<file path="config.mk">
export PLATFORM = sky130hd
export DESIGN_NAME = jtframe_sdram64_rdcache
export DESIGN_NICKNAME = d
export VERILOG_FILES = /design/src/rtl/jtframe_sdram64_rdcache.sv
export SDC_FILE = /design/constraint.sdc
export NUM_CORES = 1
export LEC_CHECK = 0
export BUFFER_PORTS_ARGS = -buffer_cell sky130_fd_sc_hd__buf_2
export CAP_MARGIN = 10
export CORE_MARGIN = 10
export CORE_UTILIZATION = 36
export DETAILED_ROUTE_END_ITERATION = 10
export SYNTH_ARGS = -nofsm -noshare
export SYNTH_HDL_FRONTEND = slang
export SYNTH_SLANG_ARGS = --single-unit
</file>
<file path="constraint.sdc">
create_clock -name clk -period 32.4 [get_ports clk]
set_input_delay 1.62 -clock clk [delete_from_list [all_inputs] [get_ports clk]]
set_output_delay 1.62 -clock clk [all_outputs]
set_load 0.01 [all_outputs]
</file>
<file path="src/rtl/jtframe_sdram64_rdcache.sv">
// Four-slot read cache in front of one SDRAM bank port.
// Each slot owns one 4x16-bit line; misses are fetched with round-robin.
module jtframe_sdram64_rdcache #(
    parameter int AW = 22
) (
    input  logic          clk,
    input  logic          rst,
    input  logic          clr,
    input  logic [AW-1:0] slot0_addr,
    input  logic [AW-1:0] slot1_addr,
    input  logic [AW-1:0] slot2_addr,
    input  logic [AW-1:0] slot3_addr,
    input  logic [3:0]    slot_cs,
    output logic [3:0]    slot_ok,
    output logic [15:0]   slot0_dout,
    output logic [15:0]   slot1_dout,
    output logic [15:0]   slot2_dout,
    output logic [15:0]   slot3_dout,
    output logic [AW-1:0] ba_addr,
    output logic          ba_rd,
    input  logic          ba_ack,
    input  logic          ba_dst,
    input  logic          ba_dok,
    input  logic          ba_rdy,
    input  logic [15:0]   ba_din
);
    localparam int TW = AW - 2;

    typedef enum logic [1:0] {IDLE, REQ, DATA} state_t;

    logic [AW-1:0] addr [4];
    logic [15:0]   line_q [4][4];
    logic [15:0]   line_d [4][4];
    logic [TW-1:0] tag_q [4];
    logic [TW-1:0] tag_d [4];
    logic [15:0]   dout_q [4];
    logic [15:0]   dout_d [4];
    logic [3:0]    valid_q, valid_d;
    logic [3:0]    ok_q, ok_d;
    logic [3:0]    hit, pend;
    state_t        st_q, st_d;
    logic [1:0]    gnt_q, gnt_d;
    logic [1:0]    last_q, last_d;
    logic [1:0]    cnt_q, cnt_d;
    logic [TW-1:0] btag_q, btag_d;
    logic [AW-1:0] ba_addr_q, ba_addr_d;
    logic          ba_rd_q, ba_rd_d;
    logic          clrs_q, clrs_d;
    logic [1:0]    pick;
    logic          found;

    assign addr[0] = slot0_addr;
    assign addr[1] = slot1_addr;
    assign addr[2] = slot2_addr;
    assign addr[3] = slot3_addr;

    assign slot_ok    = ok_q;
    assign slot0_dout = dout_q[0];
    assign slot1_dout = dout_q[1];
    assign slot2_dout = dout_q[2];
    assign slot3_dout = dout_q[3];
    assign ba_addr    = ba_addr_q;
    assign ba_rd      = ba_rd_q;

    // Per-slot hit detection, registered ok and data word selection
    always_comb begin
        for (int n = 0; n < 4; n++) begin
            hit[n]    = valid_q[n] && (tag_q[n] == addr[n][AW-1:2]);
            pend[n]   = slot_cs[n] & ~hit[n];
            ok_d[n]   = slot_cs[n] & hit[n] & ~clr;
            dout_d[n] = hit[n] ? line_q[n][addr[n][1:0]] : dout_q[n];
        end
    end

    // Round-robin search for the next pending slot, starting after last
    always_comb begin
        logic [1:0] idx;
        idx   = '0;
        pick  = last_q;
        found = 1'b0;
        for (int i = 1; i <= 4; i++) begin
            idx = last_q + 2'(i);
            if (!found && pend[idx]) begin
                pick  = idx;
                found = 1'b1;
            end
        end
    end

    // Bank request FSM and line fill
    always_comb begin
        st_d      = st_q;
        gnt_d     = gnt_q;
        last_d    = last_q;
        cnt_d     = cnt_q;
        btag_d    = btag_q;
        ba_addr_d = ba_addr_q;
        ba_rd_d   = ba_rd_q;
        clrs_d    = clrs_q | clr;
        line_d    = line_q;
        tag_d     = tag_q;
        valid_d   = clr ? 4'b0 : valid_q;
        unique case (st_q)
            IDLE: begin
                if (found) begin
                    gnt_d     = pick;
                    last_d    = pick;
                    ba_addr_d = {addr[pick][AW-1:2], 2'b00};
                    btag_d    = addr[pick][AW-1:2];
                    ba_rd_d   = 1'b1;
                    clrs_d    = clr;
                    // The old line gets overwritten word by word, so it
                    // must not be served while the fill is in progress.
                    valid_d[pick] = 1'b0;
                    st_d      = REQ;
                end
            end
            REQ: begin
                if (ba_ack) begin
                    ba_rd_d = 1'b0;
                    st_d    = DATA;
                end
            end
            DATA: begin
                if (ba_dst) begin
                    line_d[gnt_q][0] = ba_din;
                    cnt_d = 2'd1;
                end else if (ba_dok) begin
                    line_d[gnt_q][cnt_q] = ba_din;
                    cnt_d = cnt_q + 2'd1;
                end
                if (ba_rdy) begin
                    tag_d[gnt_q]   = btag_q;
                    valid_d[gnt_q] = ~(clrs_q | clr);
                    st_d           = IDLE;
                end
            end
            default: st_d = IDLE;
        endcase
    end

    // State registers
    always_ff @(posedge clk or posedge rst) begin
        if (rst) begin
            st_q      <= IDLE;
            gnt_q     <= '0;
            last_q    <= 2'd3;
            cnt_q     <= '0;
            btag_q    <= '0;
            ba_addr_q <= '0;
            ba_rd_q   <= 1'b0;
            clrs_q    <= 1'b0;
            valid_q   <= '0;
            ok_q      <= '0;
            line_q    <= '{default: '0};
            tag_q     <= '{default: '0};
            dout_q    <= '{default: '0};
        end else begin
            st_q      <= st_d;
            gnt_q     <= gnt_d;
            last_q    <= last_d;
            cnt_q     <= cnt_d;
            btag_q    <= btag_d;
            ba_addr_q <= ba_addr_d;
            ba_rd_q   <= ba_rd_d;
            clrs_q    <= clrs_d;
            valid_q   <= valid_d;
            ok_q      <= ok_d;
            line_q    <= line_d;
            tag_q     <= tag_d;
            dout_q    <= dout_d;
        end
    end

endmodule

</file>
Word-level counts from Yosys, hierarchy flattened
Cells that the tools add are included.
{"block": "totals", "register_bits": 438, "in_bits": 115, "word_cells": 177}
{"block": "op_classes", "n_addsub": 4, "magnitude_cmp": 17, "eq_ne": 9, "n_mux": 64, "bitwise_logic": 28, "reduce_logical": 22}
{"operator": "$bwmux 256", "n": 2}
{"operator": "$mux 256", "n": 2}
{"operator": "$demux 64 s2", "n": 2}
{"operator": "$mux 16", "n": 9}
{"operator": "$bmux 16 s2", "n": 4}
{"operator": "$mux 64", "n": 2}
{"operator": "$bwmux 80", "n": 1}
{"operator": "$eq 20x20->1", "n": 4}
{"operator": "$bmux 22 s2", "n": 1}
{"operator": "$mux 22", "n": 2}
{"operator": "$demux 20 s2", "n": 1}
{"operator": "$demux 16 s2", "n": 1}
{"operator": "$ge 3x3->1 const B", "n": 7}
{"operator": "$not 2->3", "n": 7}
{"operator": "$mux 20", "n": 1}
{"operator": "$lt 2x3->1 const B", "n": 6}
{"operator": "$mux 2", "n": 9}
{"operator": "$mux 1", "n": 14}
{"operator": "$and 1x1->1", "n": 12}
{"operator": "$mux 4", "n": 3}
{"operator": "$logic_and 1x1->1", "n": 11}
{"operator": "$bmux 1 s2", "n": 4}
{"operator": "$pmux 4 s2", "n": 1}
{"operator": "$lt 3x1->1 const B", "n": 2}
{"operator": "19 further kinds", "n": 36}

Logic depth before layout (Yosys ltp)
Gate-level depths: netlist (run 1).
{"block": "logic_depth", "depth_word": 24, "depth_mapped": 10, "depth_no_buf": 8}

Worst setup path after synthesis (run 1)
OpenSTA, ideal clock, no wires.
{"block": "synth_timing", "kind": "input port to flip-flop", "startpoint": "input port slot1_addr[18]", "endpoint": "register btag_q[17]", "setup_time_ns": 0.138, "arrival_ns": 3.717, "t_required_ns": 32.262, "path_slack_ns": 28.546, "cell_stages": 10, "n_path_buf": 2, "cell_sequence": "xor2_1 nor4_2 nand3_1 or4b_1 buf_2 a22oi_4 a311oi_4 nand2_1 buf_6 o221ai_1"}
{"block": "synth_between", "elab_chain_cells": 20, "word_cells_on_any_way": 31, "cone_classes": "eq/ne (1); mux (19); bitwise (3); reduce/logical (8)"}
{"element": "from (decl)", "line_no": "10", "rtl": "input logic [AW-1:0] slot1_addr,"}
{"element": "$eq 20x20->1 *", "line_no": "68", "rtl": "hit[n] = valid_q[n] && (tag_q[n] == addr[n][AW-1:2]);"}
{"element": "$logic_and 1x1->1 *", "line_no": "68"}
{"element": "$not 1->1 *", "line_no": "69", "rtl": "pend[n] = slot_cs[n] & ~hit[n];"}
{"element": "$and 1x1->1 *", "line_no": "69"}
{"element": "$bmux 1 s2", "line_no": "83", "rtl": "if (!found && pend[idx]) begin"}
{"element": "$mux 1 (implied by the code)", "line_no": "83"}
{"element": "$mux 1", "line_no": "83"}
{"element": "$logic_not 1->1", "line_no": "83"}
{"element": "(+3 left out)"}
{"element": "$logic_and 1x1->1", "line_no": "83"}
{"element": "$mux 1", "line_no": "83"}
{"element": "$logic_not 1->1", "line_no": "83"}
{"element": "$logic_and 1x1->1", "line_no": "83"}
{"element": "$mux 2", "line_no": "83"}
{"element": "$not 2->3 (implied by the code)", "line_no": "109", "rtl": "btag_d = addr[pick][AW-1:2];"}
{"element": "$bmux 22 s2", "line_no": "109"}
{"element": "$mux 22 (implied by the code) (2 in series)", "line_no": "109"}
{"element": "to (signal assigned)", "line_no": "163", "rtl": "btag_q <= btag_d;"}
{"element": "to (decl)", "line_no": "45", "rtl": "logic [TW-1:0] btag_q, btag_d;"}
Every way passes the cells marked *; elsewhere a longest branch is shown, timed or not. The select of a mux whose other input is x is not followed.
A chain may end at the register's enable or synchronous reset.

Worst setup path in the final report (run 1)
{"block": "layout_timing", "startpoint": "input port slot3_addr[13]", "endpoint": "register btag_q[0]"}
{"block": "layout_between", "elab_chain_cells": 20, "word_cells_on_any_way": 31, "cone_classes": "eq/ne (1); mux (19); bitwise (3); reduce/logical (8)"}
{"element": "from (decl)", "line_no": "12", "rtl": "input logic [AW-1:0] slot3_addr,"}
{"element": "$eq 20x20->1 *", "line_no": "68"}
{"element": "$logic_and 1x1->1 *", "line_no": "68"}
{"element": "$not 1->1 *", "line_no": "69"}
{"element": "$and 1x1->1 *", "line_no": "69"}
{"element": "$bmux 1 s2", "line_no": "83"}
{"element": "$mux 1 (implied by the code)", "line_no": "83"}
{"element": "$mux 1", "line_no": "83"}
{"element": "$logic_not 1->1", "line_no": "83"}
{"element": "(+3 left out)"}
{"element": "$logic_and 1x1->1", "line_no": "83"}
{"element": "$mux 1", "line_no": "83"}
{"element": "$logic_not 1->1", "line_no": "83"}
{"element": "$logic_and 1x1->1", "line_no": "83"}
{"element": "$mux 2", "line_no": "83"}
{"element": "$not 2->3 (implied by the code)", "line_no": "109"}
{"element": "$bmux 22 s2", "line_no": "109"}
{"element": "$mux 22 (implied by the code) (2 in series)", "line_no": "109"}
Marks and branches as above.

==> results by group, run 1 <==
Placement
  • Gpl congestion: 0.8554
  • DP Worst Slack: 26.62 ns
  • PortBufs: 203
  • Post-DP HPWL: 35,750 µm

CTS
  • Clock sinks: 438
  • Longest Clk Path Bufs: 3
  • CTS Hold Buffers Added: 0
  • Clk slew on worst S/H paths: 0.06 ns
  • Clock Tree Root: clkbuf_16
  • Num CTS Buffers: 49
  • H-Tree Level Count: 2
  • Clk_lat worst skew: 0.60 ns
  • CTS tree: done
  • # Post-CTS Setup Buffers: 0
  • Cells resized by post-CTS repair: 0

Global route
  • Largest net degree at the start of global routing: 179
  • Vias in the first global route: 12.70k
  • Initial antenna violation count: 2
  • Gr usage total: 0.1618
  • First-pass GRT wire length: 79,660 µm
  • Grt total ovfl: 0

Timing
  • Max Freq: 0.1918 GHz
  • Crit share post-route: 0.1609
  • RSZ-0062 raised after global routing: no
  • Worst Max-Slew Pin Slew: 1.235 ns
  • Relative slew slack: 0.1770
  • Max-slew violations: 0
  • Crit path time final: 5.214 ns
  • Final WS setup: 27.19 ns
  • # setup viols final: 0
  • Skew final: 0.02878 ns
  • Fin. Hold Viols: 0
  • Fin Setup TNS: 0 ns

Status
  • Outcome: completed

Worst setup path
  • Worst Path Max Fanout: 28
  • CP endpoint kind: flop
  • Worst Setup SP: slot3_addr[13]
  • Crit Path Category: input pin to flop
  • WP data required: 32.85 ns
  • CP arrival: 5.66 ns
  • CP Launch Type: input pin
  • FF-to-FF Start: tag_q[11]

Synthesis
  • Synth Register Bits: 438
  • Post-synth ARST share: 1.000
  • Syn Inst Count: 1,311
  • Yosys top cell by area: dfrtp_1
  • Share of the synthesized area in the top cell type: 0.5532
  • Syn avg cell area: 15.04 µm²
  • Post-synthesis cell type count: 55
  • EDFF count, synth: 0
  • Synthesized cell area: 19,720 µm²
  • Share of the yosys chip area belonging to registers: 0.5559
  • Ys Warns: 0
  • Synth Flop Type: dfrtp_1
  • Synth area leaders: dfrtp_1 (55%), mux2_2 (23%), mux4_2 (7.3%), xnor2_1 (2.7%), mux2i_1 (2.0%)

Power and ir drop
  • Lkg Pwr: 11.02 nW
  • P per Cell Area: 77.08 nW/µm²
  • VDD IR max: 39.72 µV

Layout
  • Post-layout nets: 1,627
  • Layout cell share with drive strength beyond 1: 0.5139
  • Area grow syn2layout: 16.59%
  • Layout fillers: 4,985

Detailed routing
  • DRC viols: 0
  • Routed Antenna Nets: 0
  • DR vias: 11.80k
  • First-pass iteration count of the detailed router: 5
  • Detailed-route wire length: 52,310 µm
  • Via density: 5.265
  • Iter 0 DRT Violations: 680
  • DR WL/cell: 23.33 µm

Floorplanning
  • Die Ht: 254.1 µm
  • Core area: 54,030 µm²
  • Die Wd: 254.1 µm
  • I/O pin count: 206
  • Number of core rows: 85
  • Initial core utilization: 0.3651
  • Die footprint: 64,550 µm²

Flow run
  • MaxCap Viol Count: 0

Min path
  • Worst Hold Class: flop to flop
  • Hold Path Origin: slot0_dout[12]
==> through the flow <==
step	hold slack, ns	total power, mW	utilization	instance area (µm²)	cells
2_1_floorplan	0.4727	1.117	-	19730	1312
3_3_place_gp	0.4836	1.232	0.3972	21460	2153
3_5_place_dp	0.4871	1.251	0.3972	21460	2153
4_1_cts	0.4991	1.795	0.4256	22990	2241
5_1_grt	0.5089	1.872	0.4256	22990	2241
6_report	0.4974	1.773	0.4256	22990	2242
==> path summary, 6_finish.rpt <==
path / to / slack, ns / depth (start not counted)
max: btag_q[0] / 27.19 / 10
min: slot0_dout[12] / 0.50 / 1
max reg2reg: btag_q[0] / 27.95 / 9
min reg2reg: slot0_dout[12] / 0.50 / 1
max in group asynchronous: slot0_dout[13] / 28.98 / 4
min in group asynchronous: slot2_dout[12] / 1.19 / 2
==> synth_stat cells, types with 2 or more instances <==
library cell	n
dfrtp_1	436
mux2_2	400
mux4_2	64
xnor2_1	60
clkbuf_1	53
nand2_1	44
mux2i_1	40
nor2_1	36
xor2_1	20
nand4_1	18
o221ai_2	18
buf_2	11
nand3_1	10
buf_1	9
a21oi_1	7
inv_1	7
nor4_1	7
o21ai_0	6
buf_6	4
ha_1	4
nand2b_1	4
nor3b_1	4
and2_1	3
and3_1	3
buf_4	3
nor2b_1	3
o22ai_1	3
a22o_1	2
a22oi_1	2
a31oi_1	2
dfstp_2	2
nand3b_1	2
o221ai_1	2
==> metal layers <==
metal	share of wire	up-vias	track usage	wire [µm]
met4	0.032	0	0.06311	1663
met2	0.48	317	0.2659	25160
li1	-	5191	-	-
met5	0	-	0	0
met1	0.43	6206	0.2060	22730
met3	0.053	90	0.03392	2752
==> area by class of cell <==
cell class | instances | area, µm² | share of cell area
multi-input combinational | 787 | 8396 | 0.3651
clock buffer | 75 | 1404 | 0.06105
tap | 696 | 870.8 | 0.03787
inverter | 7 | 33.78 | 0.001469
timing repair buffer | 225 | 1194 | 0.05191
clock inverter | 13 | 131.4 | 0.005713
antenna | 1 | 2.502 | 0.0001088
sequential | 438 | 10960 | 0.4768
==> kinds of logic (layout without fill, tap and decap cells) <==
| kind of cell | Yosys count | after routing | synth area share |
|---|---|---|---|
| AO/OA/AOI/OAI | 54 | 54 | 0.02836 |
| XOR/XNOR | 80 | 80 | 0.03553 |
| adder cells (fa/ha/maj) | 4 | 4 | 0.002538 |
| buffers and inverters | 87 | 320 | 0.01935 |
| flip-flops | 438 | 438 | 0.5559 |
| multiplexers | 504 | 504 | 0.3218 |
| other | 1 | 3 | 0.0001901 |
| AND/OR/NAND/NOR | 143 | 143 | 0.03641 |
==> flip-flops by register name, indices dropped and copies added, names as in the netlist <==
name        cells
line_q        256
tag_q          80
btag_q         20
slot0_dout     16
slot1_dout     16
slot2_dout     16
slot3_dout     16
slot_ok         4
valid_q         4
cnt_q           2
gnt_q           2
last_q          2
st_q            2
ba_rd           1
clrs_q          1
==> worst max-delay path: stages <==
cell	delay, ns
buf_2	0.13
xnor2_1	0.21
nand4_1	0.26
nor4_1	0.41
nand3_1	0.89
nand2_1	0.52
o311a_2	0.63
buf_4	0.54
mux2i_1	0.30
o221ai_2	0.12
==> where the power goes <==
part           internal [mW]  total [mW]  switching [mW]
clock network          0.307       0.535           0.228
logic                  0.233       0.432           0.199
registers              0.702       0.805           0.104
total                   1.24        1.77           0.531
==> cells in the final DEF (no fill, tap or decap), types with 8 or more instances in the layout <==
cell       count
buf_2        203
buf_4         21
clkbuf_1      18
clkbuf_16     49
clkbuf_8       8
clkinv_2       8
dfrtp_1      436
mux2_2       400
mux2i_1       40
mux4_2        64
nand2_1       44
nand3_1       10
nand4_1       18
nor2_1        31
o221ai_2      18
xnor2_1       60
xor2_1        20
No activity file was read; power rests on OpenSTA's default activity.
==> run 2: changes to the inputs <==
Clock period 32.4 ns to 5 ns, I/O delays scaled along.
==> results by group, run 2 (synthesized netlist as in run 1, its figures left out) <==
Placement
  • Post-DP HPWL: 36,130 µm (+1.0%)
  • DP Worst Slack: 1.199 ns (-25.42 ns)
  • Post-DP Area: 21,490 µm² (+0.16%)
  • Dpl cells: 2,153 (unchanged)
  • PortBufs: 203 (unchanged)
  • Gpl congestion: 0.8727 (+2.0%)

Power and ir drop
  • Design internal power: 8.427 mW (+580%)
  • VDD IR max: 245.1 µV (+520%)
  • Lkg Pwr: 11.27 nW (+2.3%)
  • Net switching power figure: 3.470 mW (+550%)
  • Logic pwr share: 0.245 (about the same)
  • Share of power burned in registers: 0.439 (-0.015)
  • Power, Total: 11.90 mW (+570%)
  • P per Cell Area: 504.8 nW/µm² (+550%)
  • Clock share of power: 0.316 (+0.014)
  • Switching Share: 0.2917 (-0.007654)

Worst setup path
  • Crit path max-delay family: buffers and inverters
  • CP max-delay cell: dlygate4sd3_1
  • Critical path depth in cells: 12 (+2)
  • Worst flop-to-flop path endpoint: btag_q[9]
  • Worst Path Buf+Inv: 4 (+2)
  • Register-to-register setup slack: 0.57 ns (-27.38 ns)
  • Worst Setup SP: tag_q[0]
  • CP arrival: 4.90 ns (-0.76 ns)
  • Worst Path Max Fanout: 21 (-25%)
  • Cell chain of the critical path: xnor2_1 -> nand4_1 -> nor4_1 -> nand3_1 -> buf_4 -> nand2_1 -> o311a_2 -> buf_4 -> mux2i_1 -> dlygate4sd3_1 -> o221ai_2 -> dlygate4sd3_1
  • CP Launch Type: flop
  • Worst R2R Path Depth: 12 (+3)
  • WP data required: 5.47 ns (-27.38 ns)
  • Setup crit end: btag_q[9]
  • CP endpoint kind: flop
  • FF-to-FF Start: tag_q[0]
  • Crit Path Category: flop to flop
  • Critical Path Max Stage Delay: 0.60 ns (-0.29 ns)

Layout
  • Post-Layout Cell Count: 2,279 (+1.7%)
  • Commonest cells after routing, fill and taps aside: dfrtp_1 (436), mux2_2 (400), buf_2 (203), mux4_2 (64), xnor2_1 (60)
  • Max reg flops: 256 (unchanged)
  • Layout cell share with drive strength beyond 1: 0.5120 (-0.001906)
  • Post-layout nets: 1,663 (+2.2%)
  • Layout fillers: 4,869 (-2.3%)
  • Area grow syn2layout: 19.50%
  • Biggest regs: line_q: 256 flops, tag_q: 80 flops, btag_q: 20 flops
  • Largest register by flop count: line_q
  • Final core utilization: 0.4362 (+0.01063)
  • Commonest non-fill, non-tap cell in the layout: dfrtp_1
  • Final Cell Area: 23,570 µm² (+2.5%)

Timing
  • Worst hold margin: 0.02681 ns (-0.4705 ns)
  • Final WS setup: 0.5733 ns (-26.61 ns)
  • # setup viols final: 0 (unchanged)
  • Crit path time final: 4.427 ns
  • Skew final: 0.02133 ns (-0.007452 ns)
  • Crit share post-route: 0.8853
  • Worst Max-Slew Pin Slew: 1.161 ns (-0.07348 ns)
  • Relative slew slack: 0.2260 (+0.04899)
  • Fin. Hold Viols: 0 (unchanged)
  • RSZ-0062 raised after global routing: no
  • Fin Setup TNS: 0 ns (unchanged)
  • Max Freq: 0.2259 GHz
  • Max-slew violations: 0 (unchanged)

Global route
  • Grt total ovfl: 0 (unchanged)
  • Initial antenna violation count: 1 (-1)
  • First-pass GRT wire length: 79,630 µm (about the same)
  • Largest net degree at the start of global routing: 106 (-41%)
  • Vias in the first global route: 12.85k (+1.2%)
  • Gr usage total: 0.1615 (-0.0003493)

Detailed routing
  • Metal-1 WL: 21,760 µm (-4.3%)
  • DR WL/cell: 22.75 µm (-2.5%)
  • Iter 0 DRT Violations: 703 (+3.4%)
  • DR vias: 11.82k (+0.15%)
  • Routed Antenna Nets: 0 (unchanged)
  • Via density: 5.187 (-1.5%)
  • Top Metal Used: met4
  • Wire length on met2: 26,010 µm (+3.4%)
  • DRC viols: 0 (unchanged)
  • Metal3 WL: 2808 µm (+2.0%)
  • Detailed-route wire length: 51,850 µm (-0.87%)
  • First-pass iteration count of the detailed router: 5 (unchanged)

CTS
  • Clk slew on worst S/H paths: 0.06 ns (about the same)
  • Clock sinks: 438 (unchanged)
  • H-Tree Level Count: 2 (unchanged)
  • CTS Hold Buffers Added: 36 (+36)
  • Num CTS Buffers: 49 (unchanged)
  • Cells resized by post-CTS repair: 0 (unchanged)
  • CTS tree: done
  • Clk_lat worst skew: 0.60 ns (about the same)
  • # Post-CTS Setup Buffers: 0 (unchanged)
  • Longest Clk Path Bufs: 3 (unchanged)
  • Clock Tree Root: clkbuf_16

Floorplanning
  • Number of core rows: 85 (unchanged)
  • Initial core utilization: 0.3651 (unchanged)
  • Die Wd: 254.1 µm (unchanged)
  • Die footprint: 64,550 µm² (unchanged)
  • I/O pin count: 206 (unchanged)
  • Core area: 54,030 µm² (unchanged)
  • Die Ht: 254.1 µm (unchanged)

Status
  • Outcome: completed

Flow run
  • MaxCap Viol Count: 0 (unchanged)

Min path
  • Worst Hold Class: input pin to flop
[run 2: cell count changes in the layout (fill, tap and decap cells not counted)]
cell / delta
buf_4: -2
bufinv_16: +4
nor2_1: -5
inv_6: +1
inv_16: +1
buf_12: +2
nor2_2: +5
inv_8: -1
dlygate4sd3_1: +36
clkbuf_1: -10
clkinvlp_4: +1
clkbuf_8: +5
[run 2: how the worst min path moves through the flow]
stage	from	endpoint	slack, ns	cells after the start
floorplan	ba_ack	st_q[0]	0.34	1
global placement	ba_rdy	st_q[1]	0.47	2
detailed placement	ba_rdy	st_q[1]	0.48	2
CTS	ba_dst	cnt_q[0]	0.003	3
global route	slot3_addr[10]	btag_q[8]	0.02	3
finish	ba_dst	cnt_q[0]	0.03	3
[run 2: worst min-delay path, stage by stage]
cell and delay (ns):
buf_2 0.15, nor2_1 0.11, a21oi_1 0.07
[run 2: per-layer routing]
| layer | global-route usage | vias up |
|---|---|---|
| met5 | 0 | - |
| met4 | 0.04806 | 0 |
| met3 | 0.03565 | 72 |
| met2 | 0.2770 | 273 |
| met1 | 0.2002 | 6213 |
| li1 | - | 5264 |
[run 2: power groups by stage]
stage / sequential [mW] / combinational, mW / clock (mW)
finish: 5.22 / 2.91 / 3.76
global route: 5.35 / 3.16 / 4.03
CTS: 5.22 / 2.95 / 3.87
detailed placement: 5.28 / 2.83 / 0
global placement: 5.22 / 2.77 / 0
floorplan: 5.08 / 2.16 / 0
[run 2: cell type report]
cell class / instances / area [µm²] / share of cell area
well taps: 696 / 870.8 / 0.03695
diodes: 1 / 2.502 / 0.0001062
flip-flops and latches: 438 / 10960 / 0.4651
repair buffers: 261 / 1579 / 0.06700
inverters: 7 / 30.03 / 0.001274
clock buffers: 70 / 1435 / 0.06089
multi-input cells: 787 / 8408 / 0.3567
clock inverters: 19 / 280.3 / 0.01189
